==> src/rtl/cache_op_sequencer.sv <==
// cache_op_sequencer
// Runs one trace command at a time through the L2 tag/state array. Each
// command does a set lookup, selects a hit or victim way, runs any bus
// transactions, evaluates MESIF through the external mesif unit and writes
// the tag, state and PLRU back. The block also answers snoops and clears
// the whole cache.
//
// Optional feature macro: CACHE_STATS_EN adds the st_* statistic counters.
//
// Ports
//   clk, rst_n                 clock (rising edge), asynchronous active-low reset
//   cmd_valid/cmd_ready        command handshake; cmd_opr, cmd_tag, cmd_index fields
//   arr_rd_en, arr_addr        set read; arr_rd_tag/state/lru return the next cycle
//   arr_wr_*                   array write at arr_addr (arr_wr_all clears a set)
//   mi_state/opr/snoop_in      operands to the mesif unit
//   mi_next_state/bus_op/snoop_out   combinational mesif results
//   bus_req/bus_op/bus_ack/bus_snoop bus transaction
//   snoop_rsp_valid, snoop_rsp response to a snooped command
//   done                       one-cycle pulse when a command retires
//   st_reads/writes/hits/misses  (CACHE_STATS_EN only) wrapping counters
module cache_op_sequencer #(
    parameter int TAG_BITS   = 12,
    parameter int INDEX_BITS = 14
) (
    input  logic                  clk,
    input  logic                  rst_n,
    input  logic                  cmd_valid,
    output logic                  cmd_ready,
    input  logic [3:0]            cmd_opr,
    input  logic [TAG_BITS-1:0]   cmd_tag,
    input  logic [INDEX_BITS-1:0] cmd_index,
    output logic                  arr_rd_en,
    output logic [INDEX_BITS-1:0] arr_addr,
    input  logic [4*TAG_BITS-1:0] arr_rd_tag,
    input  logic [11:0]           arr_rd_state,
    input  logic [2:0]            arr_rd_lru,
    output logic                  arr_wr_en,
    output logic                  arr_wr_all,
    output logic [1:0]            arr_wr_way,
    output logic [TAG_BITS-1:0]   arr_wr_tag,
    output logic [2:0]            arr_wr_state,
    output logic [2:0]            arr_wr_lru,
    output logic [2:0]            mi_state,
    output logic [3:0]            mi_opr,
    output logic [1:0]            mi_snoop_in,
    input  logic [2:0]            mi_next_state,
    input  logic [2:0]            mi_bus_op,
    input  logic [1:0]            mi_snoop_out,
    output logic                  bus_req,
    output logic [2:0]            bus_op,
    input  logic                  bus_ack,
    input  logic [1:0]            bus_snoop,
    output logic                  snoop_rsp_valid,
    output logic [1:0]            snoop_rsp,
    output logic                  done
`ifdef CACHE_STATS_EN
    ,
    output logic [31:0]           st_reads,
    output logic [31:0]           st_writes,
    output logic [31:0]           st_hits,
    output logic [31:0]           st_misses
`endif
);

    localparam logic [2:0] ST_M = 3'd0;
    localparam logic [2:0] ST_I = 3'd3;
    localparam logic [2:0] BOP_READ  = 3'd1;
    localparam logic [2:0] BOP_WRITE = 3'd2;
    localparam logic [2:0] BOP_RFO   = 3'd4;
    localparam logic [2:0] BOP_NOP   = 3'd5;
    localparam logic [1:0] SNP_HIT   = 2'd0;
    localparam logic [1:0] SNP_NOHIT = 2'd2;

    typedef enum logic [3:0] {
        S_IDLE, S_RD, S_CMP, S_WB, S_BUS, S_EVAL, S_PBUS, S_UPD, S_CLR
    } state_t;

    state_t                  r_state, w_next;
    logic [3:0]              r_opr;
    logic [TAG_BITS-1:0]     r_tag;
    logic [INDEX_BITS-1:0]   r_index;
    logic                    r_hit;
    logic [1:0]              r_way;
    logic [2:0]              r_way_state;
    logic [2:0]              r_lru;
    logic [1:0]              r_snoop;
    logic [2:0]              r_next_state;
    logic [2:0]              r_mi_bus_op;
    logic [1:0]              r_mi_snoop;
    logic                    r_no_write;
    logic                    r_ackd;
    logic [INDEX_BITS-1:0]   r_clr_cnt;

    logic                    w_cpu_op, w_snoop_op;
    logic                    w_hit, w_inv_found;
    logic [1:0]              w_hit_way, w_inv_way, w_plru_way, w_sel_way;
    logic [2:0]              w_states [4];
    logic [2:0]              w_sel_state;

    // Touching a way points the PLRU tree away from it.
    function automatic logic [2:0] plru_touch(input logic [2:0] lru, input logic [1:0] way);
        logic [2:0] n;
        n    = lru;
        n[0] = ~way[1];
        if (!way[1]) n[1] = ~way[0];
        else         n[2] = ~way[0];
        return n;
    endfunction

    assign w_cpu_op   = (r_opr <= 4'd2);
    assign w_snoop_op = (r_opr >= 4'd3) && (r_opr <= 4'd6);

    // Lookup of the set returned by the array. Scanning from way 3 down
    // lets the lowest matching or invalid way win.
    always_comb begin
        w_hit       = 1'b0;
        w_hit_way   = 2'd0;
        w_inv_found = 1'b0;
        w_inv_way   = 2'd0;
        for (int w = 3; w >= 0; w--) begin
            w_states[w] = arr_rd_state[3*w +: 3];
            if (w_states[w] != ST_I && arr_rd_tag[TAG_BITS*w +: TAG_BITS] == r_tag) begin
                w_hit     = 1'b1;
                w_hit_way = 2'(w);
            end
            if (w_states[w] == ST_I) begin
                w_inv_found = 1'b1;
                w_inv_way   = 2'(w);
            end
        end
        w_plru_way  = arr_rd_lru[0] ? (arr_rd_lru[2] ? 2'd3 : 2'd2)
                                    : (arr_rd_lru[1] ? 2'd1 : 2'd0);
        w_sel_way   = w_hit ? w_hit_way : (w_inv_found ? w_inv_way : w_plru_way);
        w_sel_state = w_states[w_sel_way];
    end

    // State register; reset aborts any command in flight.
    always_ff @(posedge clk or negedge rst_n) begin
        if (!rst_n) r_state <= S_IDLE;
        else        r_state <= w_next;
    end

    // Next state and all outputs decode from the current state, so reset
    // drops bus_req and arr_wr_en immediately. Bus states hold bus_req
    // until the ack, then spend one low cycle before moving on.
    always_comb begin
        w_next          = r_state;
        cmd_ready       = 1'b0;
        arr_rd_en       = 1'b0;
        arr_addr        = '0;
        arr_wr_en       = 1'b0;
        arr_wr_all      = 1'b0;
        arr_wr_way      = 2'd0;
        arr_wr_tag      = '0;
        arr_wr_state    = 3'd0;
        arr_wr_lru      = 3'd0;
        mi_state        = 3'd0;
        mi_opr          = 4'd0;
        mi_snoop_in     = 2'd0;
        bus_req         = 1'b0;
        bus_op          = 3'd0;
        snoop_rsp_valid = 1'b0;
        snoop_rsp       = 2'd0;
        done            = 1'b0;
        case (r_state)
            S_IDLE: begin
                cmd_ready = 1'b1;
                if (cmd_valid) begin
                    if (cmd_opr == 4'd8)      w_next = S_CLR;
                    else if (cmd_opr <= 4'd6) w_next = S_RD;
                    else                      w_next = S_UPD;
                end
            end
            S_RD: begin
                arr_rd_en = 1'b1;
                arr_addr  = r_index;
                w_next    = S_CMP;
            end
            S_CMP: begin
                arr_addr = r_index;
                if (w_hit)                  w_next = S_EVAL;
                else if (!w_cpu_op)         w_next = S_UPD;
                else if (w_sel_state == ST_M) w_next = S_WB;
                else                        w_next = S_BUS;
            end
            S_WB: begin
                bus_req = !r_ackd;
                bus_op  = BOP_WRITE;
                if (r_ackd) w_next = S_BUS;
            end
            S_BUS: begin
                bus_req  = !r_ackd;
                bus_op   = (r_opr == 4'd1) ? BOP_RFO : BOP_READ;
                mi_state = ST_I;
                if (r_ackd) w_next = S_EVAL;
            end
            S_EVAL: begin
                mi_state    = r_hit ? r_way_state : ST_I;
                mi_opr      = r_opr;
                mi_snoop_in = r_snoop;
                w_next      = (r_hit && mi_bus_op != BOP_NOP) ? S_PBUS : S_UPD;
            end
            S_PBUS: begin
                bus_req = !r_ackd;
                bus_op  = r_mi_bus_op;
                if (r_ackd) w_next = S_UPD;
            end
            S_UPD: begin
                arr_addr = r_index;
                if (!r_no_write) begin
                    arr_wr_en    = 1'b1;
                    arr_wr_way   = r_way;
                    arr_wr_tag   = r_tag;
                    arr_wr_state = r_next_state;
                    arr_wr_lru   = w_cpu_op ? plru_touch(r_lru, r_way) : r_lru;
                end
                if (w_snoop_op) begin
                    snoop_rsp_valid = 1'b1;
                    snoop_rsp       = r_hit ? r_mi_snoop : SNP_NOHIT;
                end
                done   = 1'b1;
                w_next = S_IDLE;
            end
            S_CLR: begin
                arr_wr_en  = 1'b1;
                arr_wr_all = 1'b1;
                arr_addr   = r_clr_cnt;
                if (r_clr_cnt == '1) begin
                    done   = 1'b1;
                    w_next = S_IDLE;
                end
            end
            default: w_next = S_IDLE;
        endcase
    end

    // Command fields, lookup results, bus capture and mesif results.
    always_ff @(posedge clk or negedge rst_n) begin
        if (!rst_n) begin
            r_opr        <= 4'd0;
            r_tag        <= '0;
            r_index      <= '0;
            r_hit        <= 1'b0;
            r_way        <= 2'd0;
            r_way_state  <= 3'd0;
            r_lru        <= 3'd0;
            r_snoop      <= SNP_HIT;
            r_next_state <= 3'd0;
            r_mi_bus_op  <= 3'd0;
            r_mi_snoop   <= 2'd0;
            r_no_write   <= 1'b0;
            r_ackd       <= 1'b0;
            r_clr_cnt    <= '0;
        end else begin
            case (r_state)
                S_IDLE: if (cmd_valid) begin
                    r_opr      <= cmd_opr;
                    r_tag      <= cmd_tag;
                    r_index    <= cmd_index;
                    r_hit      <= 1'b0;
                    r_snoop    <= SNP_HIT;
                    r_no_write <= (cmd_opr > 4'd6);
                    r_ackd     <= 1'b0;
                    r_clr_cnt  <= '0;
                end
                S_CMP: begin
                    r_hit       <= w_hit;
                    r_way       <= w_sel_way;
                    r_way_state <= w_sel_state;
                    r_lru       <= arr_rd_lru;
                    if (!w_cpu_op && !w_hit) r_no_write <= 1'b1;
                end
                S_WB, S_BUS, S_PBUS: begin
                    if (!r_ackd && bus_ack) begin
                        r_ackd <= 1'b1;
                        if (r_state == S_BUS) r_snoop <= bus_snoop;
                    end else if (r_ackd) begin
                        r_ackd <= 1'b0;
                    end
                end
                S_EVAL: begin
                    r_next_state <= mi_next_state;
                    r_mi_bus_op  <= mi_bus_op;
                    r_mi_snoop   <= mi_snoop_out;
                end
                S_CLR: r_clr_cnt <= r_clr_cnt + 1'b1;
                default: ;
            endcase
        end
    end

`ifdef CACHE_STATS_EN
    logic [31:0] r_st_reads, r_st_writes, r_st_hits, r_st_misses;

    // Statistics retire with the command; a clear command zeroes them.
    always_ff @(posedge clk or negedge rst_n) begin
        if (!rst_n) begin
            r_st_reads  <= 32'd0;
            r_st_writes <= 32'd0;
            r_st_hits   <= 32'd0;
            r_st_misses <= 32'd0;
        end else if (r_state == S_IDLE && cmd_valid && cmd_opr == 4'd8) begin
            r_st_reads  <= 32'd0;
            r_st_writes <= 32'd0;
            r_st_hits   <= 32'd0;
            r_st_misses <= 32'd0;
        end else if (r_state == S_UPD && w_cpu_op) begin
            if (r_opr == 4'd1) r_st_writes <= r_st_writes + 32'd1;
            else               r_st_reads  <= r_st_reads + 32'd1;
            if (r_hit)         r_st_hits   <= r_st_hits + 32'd1;
            else               r_st_misses <= r_st_misses + 32'd1;
        end
    end

    assign st_reads  = r_st_reads;
    assign st_writes = r_st_writes;
    assign st_hits   = r_st_hits;
    assign st_misses = r_st_misses;
`endif

endmodule

==> config.mk <==
export PLATFORM = sky130hd
export DESIGN_NAME = cache_op_sequencer
export DESIGN_NICKNAME = d
export VERILOG_FILES = /design/src/rtl/cache_op_sequencer.sv
export SDC_FILE = /design/constraint.sdc
export NUM_CORES = 1
export LEC_CHECK = 0
export ABC_AREA = 0
export CAP_MARGIN = 30
export CORE_MARGIN = 1
export CORE_UTILIZATION = 46
export DETAILED_ROUTE_END_ITERATION = 6
export PLACE_DENSITY = 0.82
export SLEW_MARGIN = 20
export SYNTH_ARGS = -nofsm -noshare
export SYNTH_HDL_FRONTEND = slang
export SYNTH_SLANG_ARGS = --single-unit
==> constraint.sdc <==
create_clock -name clk -period 3.35 [get_ports clk]
set_input_delay 0.67 -clock clk [delete_from_list [all_inputs] [get_ports clk]]
set_output_delay 0.67 -clock clk [all_outputs]
set_load 0.005 [all_outputs]
== Word-level counts from Yosys, hierarchy flattened ==
Cells that the tools add are included.
Cells by class
  bitwise gates (word level): 3
  $add $sub $neg: 1
  $lt $le $gt $ge: 6
  eq/ne operators: 32
  mux-type cells: 80
  reduce and logical (&&, ||, !) cells: 25
Operators by type and width (number)
  $pmux W14 S2: 2
  $eq A12 B12 Y1: 4
  $mux W2: 20
  $mux W3: 13
  $pmux W4 S8: 1
  $mux W4: 7
  $mux W1: 25
  $mux W12: 2
  $eq A4 B3 Y1 const B: 4
  $add A14 B1 Y14 const B: 1
  $eq A14 B14 Y1 const B: 1
  $mux W14: 1
  $eq A3 B2 Y1 const B: 4
  $ne A2 B2 Y1 const B: 6
  $ne A3 B2 Y1 const B: 4
  $pmux W1 S2: 5
  $pmux W3 S3: 1
  $eq A4 B1 Y1 const B: 2
  $eq A4 B2 Y1 const B: 2
  $eq A4 B4 Y1 const B: 2
  $le A4 B3 Y1 const B: 2
  $logic_and A1 B1 Y1: 8
  $reduce_and A2 Y1: 4
  $bmux W3 S2: 1
  other kinds (18): 25
Storage, ports and cells
  word-level logic and storage cells: 162
  bits in registers: 69
  output and inout port bits: 55

== Depth between registers and ports, before layout ==
  depth in word-level cells: 16
  gate-level depth with buffers: 10
  mapped depth without buffers: 9

== Worst setup path before layout ==
No wires, ideal clock.
  path type: input to register
  start: input port arr_rd_tag[45]
  end: register r_state[0]
  arrival: 2.391 ns
  cell stages on the path: 8
  buffers on the path: 0
  data required time: 3.230 ns
  setup slack: 0.839 ns
  cells stage by stage: xnor2_1 nand4_1 or4_4 nand3_4 o32ai_2 a221o_1 and2_4 a31o_1
Between the ends
  word-level cells in the longest chain between the ends: 16
RTL lines
  from (decl): RTL line 34  | input logic [4*TAG_BITS-1:0] arr_rd_tag,
  $eq A12 B12 Y1 *: RTL line 122  | if (w_states[w] != ST_I && arr_rd_tag[TAG_BITS*w +: TAG_BITS] == r_tag) begin
  $logic_and A1 B1 Y1 *: RTL line 122
  $mux W2 or $mux W1 (tied branches) (4 in a row): RTL line 122
  $mux W2: RTL line 133  | w_sel_way = w_hit ? w_hit_way : (w_inv_found ? w_inv_way : w_plru_way);
  $not A2 Y3 (not written as such): RTL line 134  | w_sel_state = w_states[w_sel_way];
  $bmux W3 S2: RTL line 134
  $mux W3 (not written as such) (2 in a row): RTL line 134
  $logic_not A3 Y1: RTL line 183  | else if (w_sel_state == ST_M) w_next = S_WB;
  $mux W3: RTL line 183
  $mux W3: RTL line 182  | else if (!w_cpu_op) w_next = S_UPD;
  $mux W3 *: RTL line 181  | if (w_hit) w_next = S_EVAL;
  $pmux W4 S8 *: RTL line 165  | case (r_state)
  to (signal assigned): RTL line 140  | else r_state <= w_next;
  to (decl): RTL line 78  | state_t r_state, w_next;
Every way passes the cells marked *; elsewhere a longest branch is shown, timed or not. The select of a mux whose other input is x is not followed.
A chain may end at the register's enable or synchronous reset.

== Worst setup path after layout ==
  start: register r_clr_cnt[0]
  end: output port done
Between the ends
  word-level cells in the longest chain between the ends: 3
RTL lines
  from (decl): RTL line 92  | logic [INDEX_BITS-1:0] r_clr_cnt;
  from (signal assigned): RTL line 286  | S_CLR: r_clr_cnt <= r_clr_cnt + 1'b1;
  $eq A14 B14 Y1: RTL line 228  | if (r_clr_cnt == '1) begin
  $mux W1: RTL line 228
  $pmux W1 S2: RTL line 165
  to (decl): RTL line 55  | output logic done
No other way between the ends.

==> summary.txt <==
Timing
  – Peak Freq: 327 MHz
  – Worst-margin pin slew: 0.658 ns
  – Layout Skew: 0.0123 ns
  – TNS Setup: 0 ns
  – Relative slew slack: 55.8%
  – Final period util: 91.4%
  – Minimum clock period: 3.06 ns
  – Fin. max-slew vios: 0
  – RSZ-0062 raised after global routing: false
  – Count of final setup violators: 0
  – Final Hold Viols: 0

Global route
  – Routing usage on met1: 35.9%
  – Routing usage on met2: 50.6%
  – All-Layer GR Usage: 29.0%
  – Met3 usage: 6.49%
  – Vias in the first global route: 4,604
  – Top Usage Layer GRT: met2
  – Antenna violations before repair: 0
  – GR Overflow Total: 0
  – Largest net degree at the start of global routing: 28
  – First-pass GRT wire length: 22,900 um

Detailed routing
  – Vias: 4,607
  – DR iter-0 viols: 195
  – Mean routed wirelength per cell: 16.9 um
  – Drt first pass iters: 5
  – WL final: 14,200 um
  – Post-route ant nets: 0
  – DR DRC count: 0
  – Via-to-Cell Ratio: 5.50

Clock network
  – Post-CTS Setup Bufs: 0
  – Resized Gates After CTS: 0
  – Clk root buf: clkbuf_8
  – H-tree depth: 3
  – Maximum clock path buffer count: 2
  – Num CTS Buffers: 9
  – CTS tree: yes
  – Clock latency on the worst-skew pair: 0.35 ns
  – Worst-path clk slew: 0.08 ns
  – Hold-fix buffers, CTS: 0
  – Clock tree sinks: 69

Setup path
  – CP delay by family, top: simple AND/OR/NAND/NOR gates
  – CP most frequent cell: nand4_1
  – CP Buf/Inv Count: 1
  – R2R setup slack: 0.50 ns
  – Worst EP arrival: 2.39 ns
  – Worst reg2reg path depth: 9
  – CP cell instances: ha_1 > nand4_1 > nor4_2 > nand4_1 > nand2_1 > clkdlybuf4s50_1
  – Crit-path max FO: 7
  – CP max stage delay: 0.51 ns
  – Worst setup SP type: register
  – WS Path Type: register to output port
  – Req. time, crit path: 2.68 ns
  – WP depth: 6
  – Crit-path slowest cell: clkdlybuf4s50_1
  – Crit path capture type: output port

Logic synthesis
  – Synth cell types: 63
  – Post-synth EDFFs: 0
  – Synth Flop Type: dfrtp_1
  – Mean Syn Cell Area: 8.27 um^2
  – Syn Inst Count: 547
  – Ys async rst share: 100%
  – Yosys warnings: 0
  – Synth Net Count: 655
  – Mapped cell area: 4520 um^2
  – Post-synthesis sequential area ratio: 38.2%
  – Number of synthesized register bits: 69

Floorplan
  – Die width: 101 um
  – Initial Util: 48.3%
  – Core area: 9370 um^2
  – Die ar.: 10,200 um^2
  – # rows: 35
  – Die Y: 101 um
  – Io pins: 162

Power and ir drop
  – Comb power frac: 46.5%
  – Maximum vdd drop: 0.340 mV
  – Clock network fraction of total power: 17.6%
  – Total power draw: 4.36 mW
  – Switching part of the total: 40.2%
  – Internal power: 2.61 mW
  – Part of the power in registers: 35.9%
  – Power density cells: 676 nW/um^2
  – Net Sw Power: 1.75 mW
  – Static leakage: 2.84 nW

Min path
  – HP Class: input port to asynchronous set/reset pin

Finish
  – Area grow syn2layout: 42.9%
  – Design area: 6460 um^2
  – Post-layout nets: 811
  – Share of post-route cells with drive strength above 1: 8.05%
  – N_diodes: 0

Outcome
  – Status: finished, final reports clean

Placed design
  – Port Buffers: 161
  – Routability congestion estimate: 0.962
  – Hpwl dp: 10,900 um
  – Placed inst area: 6220 um^2

Flow run
  – Max Cap Viol: 0
## metal layers
metal | up-vias | wire length [um]
met1 | 2210 | 5750
met4 | 0 | 280
met3 | 24 | 982
met2 | 179 | 7170
li1 | 2194 | -
met5 | - | 0
## final timing paths
check	start	to
min in group clk	r_lru[1]	r_lru[1]
worst max register to register	r_clr_cnt[0]	r_state[2]
max in group asynchronous	rst_n	r_tag[9]
worst max-delay path	r_clr_cnt[0]	done
worst min-delay path	rst_n	r_next_state[0]
worst min register to register	r_lru[1]	r_lru[1]
## area by class of cell
class / instances / area, um^2
clock inverters: 6 / 95.1
multi-input cells: 431 / 2550
clock buffers: 10 / 128
repair buffers: 178 / 1730
inverters: 14 / 56.3
flip-flops and latches: 69 / 1730
well taps: 129 / 161
fillers: 794 / 2910
## cell usage after synthesis (all sizes together) (5+ instances only)
master / number / area share (%)
nand3b: 6 / 1.1
clkbuf: 17 / 1.4
a22o: 15 / 2.9
xnor2: 29 / 5.8
and3: 13 / 1.8
nor4: 6 / 1.2
xor2: 22 / 4.3
nand4: 13 / 1.8
mux2i: 5 / 1.1
o21ai: 34 / 3.8
nand2: 136 / 11
nand3: 18 / 2.3
buf: 16 / 2.9
nand2b: 6 / 0.83
mux2: 6 / 1.5
nor2: 29 / 2.4
inv: 14 / 1.2
a21oi: 15 / 1.7
and2: 21 / 3.0
nor3: 9 / 1.0
dfrtp: 69 / 38
o211ai: 6 / 1.0
## state kept, by name (all words and copies together) (netlist names), 3 cells and up
name          flops
r_state           4
r_way_state       3
r_opr             4
r_clr_cnt        14
r_mi_bus_op       3
r_tag            12
r_index          14
r_next_state      3
r_lru             3
## metrics by stage
| step | setup WS [ns] | std cells | util, % | hold WS (ns) |
|---|---|---|---|---|
| finish | 0.289 | 837 | 68.9 | 0.312 |
| floorplan | 0.839 | 547 | - | 0.374 |
| detailed placement | 0.00751 | 821 | 66.4 | 0.465 |
| CTS | 0.0954 | 837 | 68.8 | 0.318 |
| global placement | 0.161 | 821 | 66.4 | 0.455 |
| global route | 0.111 | 837 | 68.9 | 0.349 |
## power groups by stage
| stage | clock, mW | sequential [mW] | combinational, mW |
|---|---|---|---|
| 2_1_floorplan | 0 | 1.30 | 1.49 |
| 3_3_place_gp | 0 | 1.54 | 1.93 |
| 3_5_place_dp | 0 | 1.56 | 2.00 |
| 4_1_cts | 0.781 | 1.55 | 2.03 |
| 5_1_grt | 0.817 | 1.61 | 2.24 |
| 6_report | 0.768 | 1.56 | 2.03 |
## cell usage in the layout, fill, tap and decap left out, types with 6 or more instances in the layout
cell type        instances
mux2_2                   6
inv_1                   13
o21ai_0                 34
xnor2_1                 28
a22o_1                  15
nor3_1                   9
o211ai_1                 6
clkdlybuf4s50_1        160
nand2b_1                 6
xor2_1                  22
and3_1                  12
and2_1                  18
dfrtp_1                 66
nand4_1                 13
a21oi_1                 15
nor2_1                  29
nand2_1                136
buf_4                   17
clkbuf_8                 9
nand3_1                 17
## cell families (layout without fill, tap and decap cells)
family | Yosys count | in the layout | synth area share (%)
and+or+nand+nor | 271 | 271 | 29.2
AOI/OAI and AO/OA | 97 | 97 | 14.2
DFF | 69 | 69 | 38.2
xor gates and xnor gates | 51 | 51 | 10.0
buffers and inverters | 47 | 208 | 5.45
muxes | 11 | 11 | 2.60
adders and majority gates | 1 | 1 | 0.277
No activity file was read; power rests on OpenSTA's default activity.
